## config.mk

```make
export PLATFORM = sky130hd
export DESIGN_NAME = router_fifo
export DESIGN_NICKNAME = d
export VERILOG_FILES = /design/src/rtl/router_pkg.sv /design/src/rtl/router_fifo_ram.sv /design/src/rtl/router_fifo.sv
export SDC_FILE = /design/constraint.sdc
export NUM_CORES = 1
export LEC_CHECK = 0
export BUFFER_PORTS_ARGS = -buffer_cell sky130_fd_sc_hd__clkbuf_2
export CAP_MARGIN = 5
export CORE_MARGIN = 2
export CORE_UTILIZATION = 55
export DETAILED_ROUTE_END_ITERATION = 16
export HOLD_SLACK_MARGIN = 0.12
export PLACE_DENSITY = 0.85
export SLEW_MARGIN = 20
export SYNTH_ARGS = -nofsm -noshare
export SYNTH_HDL_FRONTEND = slang
export SYNTH_SLANG_ARGS = --single-unit
```

## constraint.sdc

```tcl
create_clock -name clk -period 2.52 [get_ports clk]
set_clock_uncertainty 0.2 [all_clocks]
set_input_delay 0.378 -clock clk [delete_from_list [all_inputs] [get_ports clk]]
set_output_delay 0.378 -clock clk [all_outputs]
set_load 0.01 [all_outputs]
```

## src/rtl/router_pkg.sv

```systemverilog
// Shared sizing and entry layout for the router FIFO slice.
package router_pkg;

  localparam int unsigned FIFO_DEPTH = 16;
  localparam int unsigned DATA_W     = 8;
  localparam int unsigned PTR_W      = 5;
  localparam int unsigned CNT_W      = 6;
  localparam int unsigned ADDR_W     = PTR_W - 1;
  localparam int unsigned ENTRY_W    = DATA_W + 1;

  typedef struct packed {
    logic              lfd;
    logic [DATA_W-1:0] data;
  } fifo_entry_t;

endpackage

```

## src/rtl/router_fifo_ram.sv

```systemverilog
// 16x9 storage: one synchronous write port, one asynchronous read port, no reset.
module router_fifo_ram
  import router_pkg::*;
(
  input  logic               clk,
  input  logic               wr_en,
  input  logic [ADDR_W-1:0]  wr_addr,
  input  logic [ENTRY_W-1:0] wr_data,
  input  logic [ADDR_W-1:0]  rd_addr,
  output logic [ENTRY_W-1:0] rd_data_c
);

  logic [ENTRY_W-1:0] mem [FIFO_DEPTH];

  always_ff @(posedge clk) begin
    if (wr_en) mem[wr_addr] <= wr_data;
  end

  assign rd_data_c = mem[rd_addr];

endmodule

```

## src/rtl/router_fifo.sv

```systemverilog
// Per-port router FIFO: 16 header-tagged bytes, packet-length tracking on read.
module router_fifo
  import router_pkg::*;
(
  input  logic              clk,
  input  logic              reset,
  input  logic              soft_reset,
  input  logic              write_enb,
  input  logic              read_enb,
  input  logic              lfd_state,
  input  logic [DATA_W-1:0] data_in,
  output logic [DATA_W-1:0] data_out,
  output logic              full,
  output logic              empty
);

  logic [PTR_W-1:0]   wr_ptr;
  logic [PTR_W-1:0]   rd_ptr;
  logic [CNT_W-1:0]   pkt_count;
  logic               do_write;
  logic               do_read;
  logic [ENTRY_W-1:0] rd_word;
  fifo_entry_t        wr_entry;
  fifo_entry_t        rd_entry;

  assign empty = (wr_ptr == rd_ptr);
  assign full  = (wr_ptr[ADDR_W-1:0] == rd_ptr[ADDR_W-1:0]) &&
                 (wr_ptr[PTR_W-1] != rd_ptr[PTR_W-1]);

  // Flags are sampled before the edge; a flush cycle suppresses both ports.
  assign do_write = write_enb && !full  && !soft_reset;
  assign do_read  = read_enb  && !empty && !soft_reset;

  assign wr_entry = '{lfd: lfd_state, data: data_in};
  assign rd_entry = fifo_entry_t'(rd_word);

  router_fifo_ram u_ram (
    .clk       (clk),
    .wr_en     (do_write),
    .wr_addr   (wr_ptr[ADDR_W-1:0]),
    .wr_data   (ENTRY_W'(wr_entry)),
    .rd_addr   (rd_ptr[ADDR_W-1:0]),
    .rd_data_c (rd_word)
  );

  // Pointer update; the extra wrap bit distinguishes full from empty.
  always_ff @(posedge clk or posedge reset) begin
    if (reset) begin
      wr_ptr <= '0;
      rd_ptr <= '0;
    end else if (soft_reset) begin
      wr_ptr <= '0;
      rd_ptr <= '0;
    end else begin
      if (do_write) wr_ptr <= wr_ptr + PTR_W'(1);
      if (do_read)  rd_ptr <= rd_ptr + PTR_W'(1);
    end
  end

  // Read data and remaining-packet count; data_out returns to zero once a packet is done.
  always_ff @(posedge clk or posedge reset) begin
    if (reset) begin
      data_out  <= '0;
      pkt_count <= '0;
    end else if (soft_reset) begin
      data_out  <= '0;
      pkt_count <= '0;
    end else if (do_read) begin
      data_out <= rd_entry.data;
      if (rd_entry.lfd) begin
        pkt_count <= CNT_W'(rd_entry.data[DATA_W-1:2]) + CNT_W'(1);
      end else if (pkt_count != '0) begin
        pkt_count <= pkt_count - CNT_W'(1);
      end
    end else if (pkt_count == '0) begin
      data_out <= '0;
    end
  end

endmodule
```

---- Word level (Yosys, flattened, before mapping) ----
Memories as Yosys holds them, arrays and structs flattened.
Index checks and enable logic that the tools add are counted.
operators by class
  add/subtract/negate cells ............... 4
  multiplexer cells ....................... 13
  reduce and logical (&&, ||, !) cells .... 15
  eq/ne operators ......................... 3
operator list
  cell                 count
  $mux 6               4
  $mux 8               3
  $mux 5               4
  $add 5x1->5 const B  2
  $add 6x1->6 const B  1
  $logic_not 6->1      1
  $reduce_bool 3->1    2
  $reduce_bool 6->1    1
  $sub 6x1->6 const B  1
  $eq 5x5->1           1
  $logic_and 1x1->1    5
  $eq 4x4->1           1
  $reduce_bool 2->1    2
  $logic_not 1->1      3
  $mux 1               2
  $reduce_and 2->1     1
  $ne 1x1->1           1
word-level totals
  input port bits ......................... 14
  output and inout port bits .............. 10
  memories ................................ 1
  bits in writable memories ............... 144
  logic and storage cells ................. 40
  register bits ........................... 24
memory list
  name       depth  width  read ports  clocked after Yosys merged registers in  write ports  RTL line               source
  u_ram.mem  16     9      1           0                                        1            router_fifo_ram.sv:13  logic [ENTRY_W-1:0] mem [FIFO_DEPTH];

---- Logic depth before layout (Yosys ltp) ----
  word-level depth ........................ 7
  gate-level depth with buffers ........... 10
  mapped depth without buffers ............ 8

---- By module ----
A second synthesis with hierarchy kept.
second synthesis, totals
  cell total of the unflattened synthesis .. 425
  area total of the unflattened synthesis .. 7283.2 um^2
modules (own cells, without submodules)
  module           instances  cells an instance  area each (um^2)
  router_fifo_ram  1          245                5600.4
  router_fifo      1          180                1682.9

---- Worst setup path before layout ----
Ideal clock, no wire load.
  path type ............................... register to register
  from .................................... reg rd_ptr[0]
  to ...................................... mem u_ram.mem[12][0] (netlist bit) (enable)
  data required time ...................... 1.982 ns
  cell stages (with the launch flop) ...... 9
  clock period less this slack ............ 2.549 ns
  arrival ................................. 2.012 ns
  path buffers ............................ 3
  path slack .............................. -0.029 ns
  path through ............................ dfrtp_1 buf_6 buf_4 xnor2_1 nand4_1 o21ai_1 nor2_1 clkbuf_1 and3_1
on the way
  longest elaborated chain between the ends .. 7
ends and longest elaborated chain
  item                            RTL line               source
  from (decl)                     router_fifo.sv:18      logic [PTR_W-1:0] rd_ptr;
  from (signal assigned)          router_fifo.sv:56      if (do_read) rd_ptr <= rd_ptr + PTR_W'(1);
  $eq 4x4->1                      router_fifo.sv:27      assign full = (wr_ptr[ADDR_W-1:0] == rd_ptr[ADDR_W-1:0]) &&
  $logic_and 1x1->1               router_fifo.sv:27
  $logic_not 1->1                 router_fifo.sv:31      assign do_write = write_enb && !full && !soft_reset;
  $logic_and 1x1->1 (2 in a row)  router_fifo.sv:31
  $mux 1                          router_fifo_ram.sv:16  if (wr_en) mem[wr_addr] <= wr_data;
  $mux 1 (implied by the code)    router_fifo_ram.sv:16
  to (decl)                       router_fifo_ram.sv:13
Every way passes these cells.

---- Worst setup path in the final report ----
  from .................................... reg rd_ptr[0]
  to ...................................... reg pkt_count[3]
on the way
  longest elaborated chain between the ends .. 6
ends and longest elaborated chain
  item                                                                  RTL line           source
  parallel branches: the longest is 6 deep, another holds $mem_v2 16x9  --
  to (signal assigned)                                                  router_fifo.sv:71  pkt_count <= CNT_W'(rd_entry.data[DATA_W-1:2]) + CNT_W'(1);
  to (signal assigned)                                                  router_fifo.sv:73  pkt_count <= pkt_count - CNT_W'(1);
  to (decl)                                                             router_fifo.sv:19  logic [CNT_W-1:0] pkt_count;
Parallel ways; which one is timed is not known. The select of a mux whose other input is x is not followed.
A chain may end at the register's enable or synchronous reset.

==> results.toml <==
[timing]
setup_tns_ns = -0.0427
finalHoldViolations = 0
worst_pin_slew_ns = 0.540
max_freq_mhz = 393
worst_slack_ns = -0.0264
rsz0062_at_grt = "yes"
setup_violations = 3
maxSlewViolCount = 0
finalCritPeriodShare = 1.01
slew_headroom = 0.639
finalCriticalPeriod_ns = 2.55

[logic_synthesis]
seq_area_frac_synth = 0.705
post_synth_num_cell_types = 42
synth.ff_latch_count = 168
syn_inst = 392
synth_area_um2 = 6990
synth_warnings = 0
synth_nets = 414
avgSynthCellArea_um2 = 17.8

[finish]
seq_area_um2 = 4930
nets = 467
diodes = 0
instances_no_fill = 628
stdcell_area_um2 = 8200
fillers = 831
area_growth_syn_to_layout_pct = 17.4
drive_gt1_frac = 0.336
multiInputGateArea_um2 = 2000

[floorplan]
die_h_um = 117
ios = 24
die_w_um = 117
core_area_um2 = 12500
start_util = 0.558
core.rowCount = 41
die_area_um2 = 13600

[grt]
globalRouteTotalUtil = 0.236
gr-total-overflow = 0
grt_max_degree = 28
antenna_found_initial = 0
grt_pass1_wl_um = 22300
grt_pass1_vias = 3897

[setup_path]
critPathCaptureType = "register"
cp_top_family = "multiplexers"
cp_common_cell = "mux4_2"
slowest_delay_ns = 0.56
path_cells = "buf_12 > mux4_2 > mux4_2 > nand2b_4 > nor4_4 > a21oi_2 > o22ai_2"
startpoint_type = "register"
startpoint = "rd_ptr[0]$_DFFE_PP0P_"
reg2reg_depth = 7
crit_path_max_fanout = 5
r2r_start = "rd_ptr[0]$_DFFE_PP0P_"
worstPathArrival_ns = 2.69
crit_buf_inv = 1
rrSetupSlack_ns = -0.03
critical_path_class = "reg -> reg"
cpMaxStageDelayCell = "mux4_2"
cp.required_ns = 2.67
r2r_end = "pkt_count[3]$_DFFE_PP0P_"

[cts]
cts_root_buf = "clkbuf_16"
path_clk_slew_ns = 0.06
cts_buffer_depth = 2
cts_made_buffers = 17
cts.sinks = 168
insertion_delay_ns = 0.42
tritoncts = "yes"
h-tree-depth = 4

[outcome]
violations = "negative setup slack"
status = "complete, but fails checks"

[placed_design]
hpwlAfterDp_um = 8810
place_inst = 589
gp_congestion = 0.887
portBuffers = 23
place_area_um2 = 7450

[min_path]
hp-class = "in -> reg"
holdPathStages = 1
min_to = "u_ram.mem[4][4]$_DFFE_PP_"
min-delay-start = "data_in[4]"

[route]
wl_per_cell_um = 24.0
drt_pass1_iterations = 5
vias_per_cell = 6.12
drcViolationCount = 0
totalWireLength_um = 15100
vias = 3843
drt_iter0_markers = 504
ant_nets = 0

[power_and_ir_drop]
ir_worst_vdd_uv = 646
total_power_mw = 7.11
power.density_nw_per_um2 = 867
p_leak_nw = 2.83

[job]
drv_cap = 0
power breakdown:
part           switching, mW  leakage [nW]  internal, mW
clock                   1.03         0.292          1.65
combinational          0.671         0.912         0.613
sequential            0.0611          1.63          3.09
total                   1.76          2.83          5.35
metal layers:
layer	routed length, um	GRT usage
met1	6140	0.314
met2	7470	0.371
met3	1040	0.0716
met4	437	0.0949
met5	0	0
how the worst max path moves through the flow:
stage | slack (ns) | cells past startpoint | to
6_report | -0.03 | 7 | pkt_count[3]$_DFFE_PP0P_
5_1_grt | -0.11 | 9 | pkt_count[5]$_DFFE_PP0P_
4_1_cts | 0.002 | 8 | pkt_count[5]$_DFFE_PP0P_
3_5_place_dp | 0.01 | 7 | pkt_count[3]$_DFFE_PP0P_
3_3_place_gp | 0.07 | 7 | pkt_count[0]$_DFFE_PP0P_
2_1_floorplan | 0.003 | 10 | pkt_count[1]$_DFFE_PP0P_
Yosys cell counts:
master / instances / area share
inv_2: 1 / 0.00054
a221oi_1: 1 / 0.0013
and2_1: 2 / 0.0018
edfxtp_1: 144 / 0.62
nand3_1: 14 / 0.010
mux4_2: 40 / 0.13
nor4_2: 1 / 0.0018
and3_1: 17 / 0.015
o21ai_1: 4 / 0.0029
a21oi_1: 13 / 0.0093
a22oi_1: 9 / 0.0097
o31ai_1: 1 / 0.0011
nor3b_1: 1 / 0.0011
inv_1: 6 / 0.0032
dfrtp_1: 24 / 0.086
nor2_1: 22 / 0.012
nor3_1: 1 / 0.00072
nand3b_1: 2 / 0.0021
o2111ai_1: 1 / 0.0013
nand2_1: 17 / 0.0091
buf_6: 2 / 0.0032
nor4_1: 1 / 0.00090
o21a_1: 1 / 0.0011
nor2_2: 1 / 0.00090
mux2i_1: 1 / 0.0014
or3_1: 2 / 0.0018
o21ai_0: 2 / 0.0014
buf_2: 7 / 0.0050
xor2_1: 9 / 0.011
o22ai_1: 2 / 0.0018
mux4_1: 2 / 0.0075
nand4_1: 3 / 0.0027
a21boi_0: 1 / 0.0011
xnor2_1: 10 / 0.013
a21o_1: 1 / 0.0011
nand2b_4: 1 / 0.0020
buf_4: 1 / 0.0011
nor2b_1: 4 / 0.0036
clkbuf_1: 9 / 0.0048
buf_1: 1 / 0.00054
o22ai_2: 2 / 0.0036
ha_1: 8 / 0.014
cell type report:
type	instances	area share
Sequential cell	168	0.600
Multi-Input combinational cell	197	0.244
Clock buffer	19	0.0528
Timing Repair Buffer	54	0.0523
Tap cell	172	0.0262
Clock inverter	11	0.0209
Inverter	7	0.00320
cell families (layout without fill, tap and decap cells):
logic type,count (synthesis),in the layout,share of synthesized area
DFF,168,168,0.705
and+or+nand+nor,89,89,0.0655
muxes,43,43,0.138
AOI/OAI and AO/OA,38,38,0.0354
buffers and inverters,27,91,0.0184
xor gates and xnor gates,19,19,0.0238
adders and majority gates,8,8,0.0143
stage by stage:
stage | setup WS, ns | hold WS (ns) | utilization
after global routing | -0.108 | 0.163 | 0.655
after global placement | 0.0747 | 0.0855 | 0.595
after CTS | 0.00160 | 0.148 | 0.646
after detailed placement | 0.00967 | 0.0993 | 0.595
final | -0.0264 | 0.162 | 0.655
after floorplan | 0.00320 | 0.193 | -
cells in the final DEF (no fill, tap or decap), types with 3 or more instances in the layout:
cell and n:
clkbuf_2 22, inv_6 3, buf_12 4, nor2b_1 4
clkbuf_16 18, xor2_1 9, o21ai_1 4, nor2_1 22
dfrtp_1 23, nand3_1 14, mux4_2 42, nand4_1 3
a22oi_1 6, xnor2_1 9, and3_2 14, buf_4 23
bufinv_16 4, nand2_1 16, ha_1 8, a22oi_2 3
edfxtp_1 144, inv_1 6, a21oi_1 12
state kept, by name, summed over array words and instances (netlist names):
| signal | cells |
|---|---|
| u_ram.mem | 144 |
| wr_ptr | 5 |
| pkt_count | 6 |
| rd_ptr | 5 |
| data_out | 8 |
what timing repair did:
action | 4_1_cts | 5_1_grt
endpoints found under the setup margin | 2 | 6
cloned | 0 | 1
pin swaps | 0 | 4
hold endpoints to repair | 24 | 0
resized for setup | 2 | 23
hold buffers | 1 | 0
setup buffers | 1 | 6
Power figures use the tool's default switching activity.
